[config.mk]
export PLATFORM = sky130hd
export DESIGN_NAME = snake_frame_sequencer
export DESIGN_NICKNAME = d
export VERILOG_FILES = /design/src/rtl/snake_frame_sequencer.sv
export SDC_FILE = /design/constraint.sdc
export NUM_CORES = 1
export LEC_CHECK = 0
export BUFFER_PORTS_ARGS = -buffer_cell sky130_fd_sc_hd__buf_2
export CAP_MARGIN = 5
export CORE_UTILIZATION = 45
export CTS_CLUSTER_DIAMETER = 50
export DETAILED_ROUTE_END_ITERATION = 8
export GPL_ROUTABILITY_DRIVEN = 0
export GPL_TIMING_DRIVEN = 0
export PLACE_DENSITY = 0.73
export SLEW_MARGIN = 20
export SYNTH_ARGS = -nofsm -noshare
export SYNTH_HDL_FRONTEND = slang
export SYNTH_SLANG_ARGS = --single-unit
[constraint.sdc]
create_clock -name clk -period 3 [get_ports clk]
set_clock_uncertainty 0.15 [all_clocks]
set_input_delay 0.3 -clock clk [delete_from_list [all_inputs] [get_ports clk]]
set_output_delay 0.3 -clock clk [all_outputs]
set_load 0.05 [all_outputs]
[src/rtl/snake_frame_sequencer.sv]
// Per-tick draw-command sequencer: tick divider, then head/tail/score/prey commands to the drawer.
// Latency: cmd_vld one cycle after tick; backpressure: cmd held while cmd_vld & ~cmd_rdy. Option: SNAKE_SEQ_LEADING_ZERO_BLANK_EN.
module snake_frame_sequencer #(
    parameter int         H_LOGIC_WIDTH  = 5,
    parameter int         V_LOGIC_WIDTH  = 5,
    parameter int         NUM_DIGITS     = 4,
    parameter int         LEVEL_WIDTH    = 3,
    parameter int         TICK_CNT_WIDTH = 25,
    parameter int         TICK_BASE_MAX  = 24999999,
    parameter logic [9:0] DIGIT_POSX0    = 10'd619,
    parameter logic [9:0] DIGIT_STEP     = 10'd20,
    parameter logic [8:0] DIGIT_POSY     = 9'd450,
    parameter logic [7:0] HEAD_COLOR     = 8'h0f,
    parameter logic [7:0] TAIL_COLOR     = 8'hff,
    parameter logic [7:0] PREY_COLOR     = 8'h3c
) (
    input  logic                      clk,
    input  logic                      rst_n,
    input  logic                      enb,
    input  logic [LEVEL_WIDTH-1:0]    level,
    input  logic [H_LOGIC_WIDTH-1:0]  headx,
    input  logic [V_LOGIC_WIDTH-1:0]  heady,
    input  logic [H_LOGIC_WIDTH-1:0]  tailx,
    input  logic [V_LOGIC_WIDTH-1:0]  taily,
    input  logic [H_LOGIC_WIDTH-1:0]  preyx,
    input  logic [V_LOGIC_WIDTH-1:0]  preyy,
    input  logic                      prey_upd,
    input  logic [4*NUM_DIGITS-1:0]   score_bcd,
    input  logic                      lose,
    output logic                      tick,
    output logic [31:0]               cmd,
    output logic                      cmd_vld,
    input  logic                      cmd_rdy,
    output logic                      busy,
    output logic                      overrun
);

    typedef enum logic [2:0] {S_IDLE, S_HEAD, S_TAIL, S_DIGA, S_DIGB, S_PREY} state_t;

    localparam logic [TICK_CNT_WIDTH-1:0] BASE     = TICK_CNT_WIDTH'(TICK_BASE_MAX);
    localparam logic [31:0]               CHAR_B   = {4'ha, 8'h00, 8'hff, 4'h1, 8'h01};
    localparam logic [2:0]                LAST_DIG = 3'(NUM_DIGITS - 1);

    state_t                        state_q;
    logic [2:0]                    dig_q;
    logic [31:0]                   cmd_q;
    logic                          cmd_vld_q;
    logic                          prey_pend_q;
    logic                          overrun_q;
    logic [H_LOGIC_WIDTH-1:0]      prey_x_q, tail_x_q;
    logic [V_LOGIC_WIDTH-1:0]      prey_y_q, tail_y_q;
    logic [4*NUM_DIGITS-1:0]       score_q;
    logic [TICK_CNT_WIDTH-1:0]     cnt_q, cnt_d, reload;
    logic                          hs;

    function automatic logic [31:0] cell_cmd(input logic [4:0] x, input logic [4:0] y,
                                             input logic [7:0] colour);
        return {4'h0, x, y, colour, 10'd0};
    endfunction

    function automatic logic [7:0] digit_ascii(input logic [4*NUM_DIGITS-1:0] bcd,
                                               input logic [2:0] idx);
        logic [3:0] nib;
        logic       blank;
        nib   = bcd[4*int'(idx) +: 4];
        blank = 1'b0;
`ifdef SNAKE_SEQ_LEADING_ZERO_BLANK_EN
        if (idx != 3'd0) begin
            blank = 1'b1;
            for (int j = 0; j < NUM_DIGITS; j++)
                if (j >= int'(idx) && bcd[4*j +: 4] != 4'd0) blank = 1'b0;
        end
`endif
        if (blank) return 8'h20;
        if (nib > 4'd9) return 8'h3f;
        return 8'h30 + {4'h0, nib};
    endfunction

    function automatic logic [31:0] char_a(input logic [4*NUM_DIGITS-1:0] bcd, input logic [2:0] idx);
        logic [9:0] posx;
        posx = DIGIT_POSX0 - 10'(idx) * DIGIT_STEP;
        return {4'ha, posx, DIGIT_POSY, digit_ascii(bcd, idx), 1'b0};
    endfunction

    // Tick is combinational so the first one lands in the first enabled cycle after reset.
    assign reload = BASE >> level;
    assign tick   = rst_n & enb & ~lose & (cnt_q == '0);
    assign hs     = cmd_vld_q & cmd_rdy;

    always_comb begin
        cnt_d = cnt_q;
        if (lose)
            cnt_d = reload;
        else if (enb)
            cnt_d = (cnt_q == '0) ? reload : cnt_q - 1'b1;
    end

    always_ff @(posedge clk or negedge rst_n) begin
        if (!rst_n) cnt_q <= '0;
        else        cnt_q <= cnt_d;
    end

    // The registered HEAD command itself serves as the head snapshot.
    always_ff @(posedge clk or negedge rst_n) begin
        if (!rst_n) begin
            state_q     <= S_IDLE;
            dig_q       <= '0;
            cmd_q       <= '0;
            cmd_vld_q   <= 1'b0;
            prey_pend_q <= 1'b0;
            overrun_q   <= 1'b0;
            prey_x_q    <= '0;
            prey_y_q    <= '0;
            tail_x_q    <= '0;
            tail_y_q    <= '0;
            score_q     <= '0;
        end else begin
            if (prey_upd) begin
                prey_x_q <= preyx;
                prey_y_q <= preyy;
            end
            if (lose) begin
                state_q     <= S_IDLE;
                cmd_vld_q   <= 1'b0;
                prey_pend_q <= 1'b0;
            end else begin
                if (tick && state_q != S_IDLE) overrun_q <= 1'b1;
                if (prey_upd)                         prey_pend_q <= 1'b1;
                else if (state_q == S_PREY && hs)     prey_pend_q <= 1'b0;
                case (state_q)
                    S_IDLE: begin
                        if (tick) begin
                            tail_x_q  <= tailx;
                            tail_y_q  <= taily;
                            score_q   <= score_bcd;
                            cmd_q     <= cell_cmd(5'(headx), 5'(heady), HEAD_COLOR);
                            cmd_vld_q <= 1'b1;
                            state_q   <= S_HEAD;
                        end else if (prey_pend_q && enb) begin
                            cmd_q     <= cell_cmd(5'(prey_x_q), 5'(prey_y_q), PREY_COLOR);
                            cmd_vld_q <= 1'b1;
                            state_q   <= S_PREY;
                        end
                    end
                    S_HEAD: if (hs) begin
                        cmd_q   <= cell_cmd(5'(tail_x_q), 5'(tail_y_q), TAIL_COLOR);
                        state_q <= S_TAIL;
                    end
                    S_TAIL: if (hs) begin
                        dig_q   <= 3'd0;
                        cmd_q   <= char_a(score_q, 3'd0);
                        state_q <= S_DIGA;
                    end
                    S_DIGA: if (hs) begin
                        cmd_q   <= CHAR_B;
                        state_q <= S_DIGB;
                    end
                    S_DIGB: if (hs) begin
                        if (dig_q != LAST_DIG) begin
                            dig_q   <= dig_q + 3'd1;
                            cmd_q   <= char_a(score_q, dig_q + 3'd1);
                            state_q <= S_DIGA;
                        end else if (prey_pend_q) begin
                            cmd_q   <= cell_cmd(5'(prey_x_q), 5'(prey_y_q), PREY_COLOR);
                            state_q <= S_PREY;
                        end else begin
                            cmd_vld_q <= 1'b0;
                            state_q   <= S_IDLE;
                        end
                    end
                    S_PREY: if (hs) begin
                        cmd_vld_q <= 1'b0;
                        state_q   <= S_IDLE;
                    end
                    default: begin
                        cmd_vld_q <= 1'b0;
                        state_q   <= S_IDLE;
                    end
                endcase
            end
        end
    end

    assign cmd     = cmd_q;
    assign cmd_vld = cmd_vld_q;
    assign busy    = (state_q != S_IDLE);
    assign overrun = overrun_q;

endmodule
==> results.yml <==
timing:
  rsz0062_at_grt: "yes"
  slew_viol_final: 0
  hold_violations: 0
  worst_slew_pin_slew_ps: 1010
  slew_headroom_pct: 32.8
  finalWorstSetupSlack_ps: -72.5
  min_period_over_period_pct: 102
  fin_crit_ps: 3070
  clock.fmax_mhz: 325
  finalSetupViolCount: 2
place:
  hpwl_mm: 11.4
  io_buffers: 83
  dp_slack_ps: -662
critical_path:
  rrSetupSlack_ps: -10
  critPathSlowestCell: "nor4_2"
  r2r_end: "cnt_q[22]$_DFFE_PN0P_"
  critPathArrivalTime_ps: 2620
  path_class: "flip-flop to primary output"
  r2r_start: "cnt_q[9]$_DFFE_PN0P_"
  end_kind: "primary output"
  critical_path.startpoint_type: "flip-flop"
  reg2regPathDepth: 7
  path_cells: "buf_4 -> nor4_2 -> nand2_1 -> nor4_4 -> buf_2"
  critPathMaxStageDelay_ps: 700
  worstSetupStartpoint: "cnt_q[9]$_DFFE_PN0P_"
  cp_data_required_time_ps: 2550
  endpoint: "tick"
  path_max_fanout: 7
grt:
  grt_usage_pct: 26.0
  grt_max_degree: 53
  grt_first_pass_wirelength_mm: 25.6
  grt_pass1_vias: 5023
  overflow: 0
  antenna_found_initial: 0
cells_and_area:
  syn2layout_area_growth_pct: 21.7
  fin_util_pct: 56.2
  fin_nets: 720
  num_antenna_cells: 0
  final_layout_size_suffix_gt1_share_pct: 29.5
synth:
  synth_cells: 545
  syn_area_mm2: 0.00552
  synth-warning-count: 0
  avgSynthCellArea_um2: 10.1
  synth_top_flop_cell: "dfrtp_1"
  yosys-top-cells-count: "93 x dfrtp_1, 49 x nand2_1, 28 x nor2_1"
  synth_top_cell_area_share_pct: 42.2
  yosys.cell_count.top_type: "dfrtp_1"
  ys_ff_latch: 93
  synth_edf_count: 0
  ys_async_sr_fraction_pct: 100
  yosysUniqueCellTypes: 75
  synth.largest_area_cell: "dfrtp_1"
  yosys-top-cells-area: "dfrtp_1 42%, mux2_4 5.4%, mux2_2 4.7%"
  synth-seq-area-share_pct: 42.2
floorplanning:
  dieArea_mm2: 0.0127
  io_pins: 91
  die_width_um: 113
  rows: 40
  initial_utilization_pct: 46.1
  die_height_um: 113
  core_area_mm2: 0.0120
routing:
  via_count: 5134
  drc: 1
  dr.pass1.iters: 8
  drtIter0Drc: 666
  vias_per_cell: 6.35
  routed_wl_mm: 15.9
  wl_per_cell_um: 19.7
  ant_nets: 0
status:
  failed_checks: "DRC, setup timing"
  status: "complete, but fails checks"
clock_network:
  cts_tree: "done"
  insertion_delay_ps: 360
  cts_max_path_buffers: 2
  cts.sinks: 93
  root_buffer: "clkbuf_16"
  htree_num_levels: 3
  cts-buffers-inserted: 9
  clk_pin_slew_ps: 70
power:
  total_power_mw: 5.34
  power.density_mw_per_mm2: 795
  p_leak_nw: 3.05
  vdd_drop_max_mv: 0.595
worst_hold_path:
  hold_path_class: "input port to flip-flop"
run:
  maxCapViolCount: 0
-- worst min path at each step --
stage	end	startpoint	depth (start not counted)
4_1_cts	score_q[4]$_DFFE_PN0P_	score_bcd[4]	2
5_1_grt	score_q[4]$_DFFE_PN0P_	score_bcd[4]	2
6_report	score_q[4]$_DFFE_PN0P_	score_bcd[4]	2
3_5_place_dp	cnt_q[17]$_DFFE_PN0P_	rst_n	1
3_3_place_gp	overrun$_DFFE_PN0P_	overrun$_DFFE_PN0P_	1
2_1_floorplan	cmd[10]$_DFFE_PN0P_	rst_n	0
-- kinds of logic after synthesis --
kind of cell / count (synthesis) / synth area share (%)
DFF: 93 / 42.2
AOI/OAI and AO/OA: 134 / 18.2
other: 1 / 0.0679
adders and majority gates: 8 / 1.81
muxes: 60 / 14.1
and+or+nand+nor: 174 / 16.4
buffers and inverters: 64 / 5.49
xor gates and xnor gates: 11 / 1.75
-- what timing repair did --
item / 4_1_cts / 5_1_grt
gates resized for setup: 11 / 12
buffers inserted: 4 / 10
hold buffers: 1 / 0
pin swaps: 3 / 4
hold endpoints to repair: 41 / 0
setup endpoints to repair: 75 / 50
-- metrics by stage --
| stage | hold slack, ps | TNS [ps] | instances | instance area [µm²] |
|---|---|---|---|---|
| global placement | 289 | -63660 | 778 | 6140 |
| finish | 16.2 | -87.3 | 809 | 6720 |
| detailed placement | 89.8 | -35560 | 779 | 6180 |
| floorplan | -146 | 0 | 548 | 5550 |
| CTS | 10.3 | -164 | 799 | 6610 |
| global route | 13.8 | -436 | 809 | 6720 |
-- layer usage --
metal / share of wire [%] / vias up / wire length [µm] / track usage, %
met4: 3.9 / 0 / 614 / 13.4
met1: 39 / 2493 / 6210 / 31.7
met3: 8.0 / 70 / 1280 / 5.73
met5: 0 / - / 0 / 0
met2: 49 / 305 / 7830 / 43.5
li1: - / 2266 / - / -
-- sequential cells by signal, indices dropped and copies added, names as in the netlist --
| signal | cells |
|---|---|
| cnt_q | 25 |
| cmd | 23 |
| score_q | 16 |
| prey_x_q | 5 |
| prey_y_q | 5 |
| tail_x_q | 5 |
| tail_y_q | 5 |
| dig_q | 3 |
| state_q | 3 |
| cmd_vld | 1 |
| overrun | 1 |
| prey_pend_q | 1 |
-- report_power, final --
group	total [mW]	internal (mW)	switching [mW]	leakage, nW
logic	2.43	0.781	1.65	1.72
clock network	1.27	0.743	0.523	0.159
registers	1.64	1.46	0.188	1.17
-- cells in the final DEF (no fill, tap or decap), types with 12 or more instances in the layout --
cell type	netlist	layout
dfrtp_1	93	93
buf_4	10	23
clkbuf_1	26	23
nand4_1	13	13
buf_2	2	82
mux2i_1	12	12
nor2_1	28	28
inv_1	22	22
nor3_1	17	16
mux2_2	23	23
nand3_1	14	14
nand2_1	49	49
mux2_4	20	20
a21oi_1	15	15
o21ai_0	20	20
-- critical path: cells and delay by family (launching register included) --
kind,cells,cell delay (ps)
simple gates,3,1400
buf+inv,2,470
flops,1,410
-- area by class of cell --
cell class | instances | area [µm²]
Buffer | 40 | 228
Tap cell | 147 | 184
Multi-Input combinational cell | 391 | 2990
Sequential cell | 93 | 2330
Clock buffer | 9 | 225
Fill cell | 1041 | 5240
Clock inverter | 7 | 105
Timing Repair Buffer | 99 | 572
Inverter | 23 | 86.3
Power figures use the tool's default switching activity.
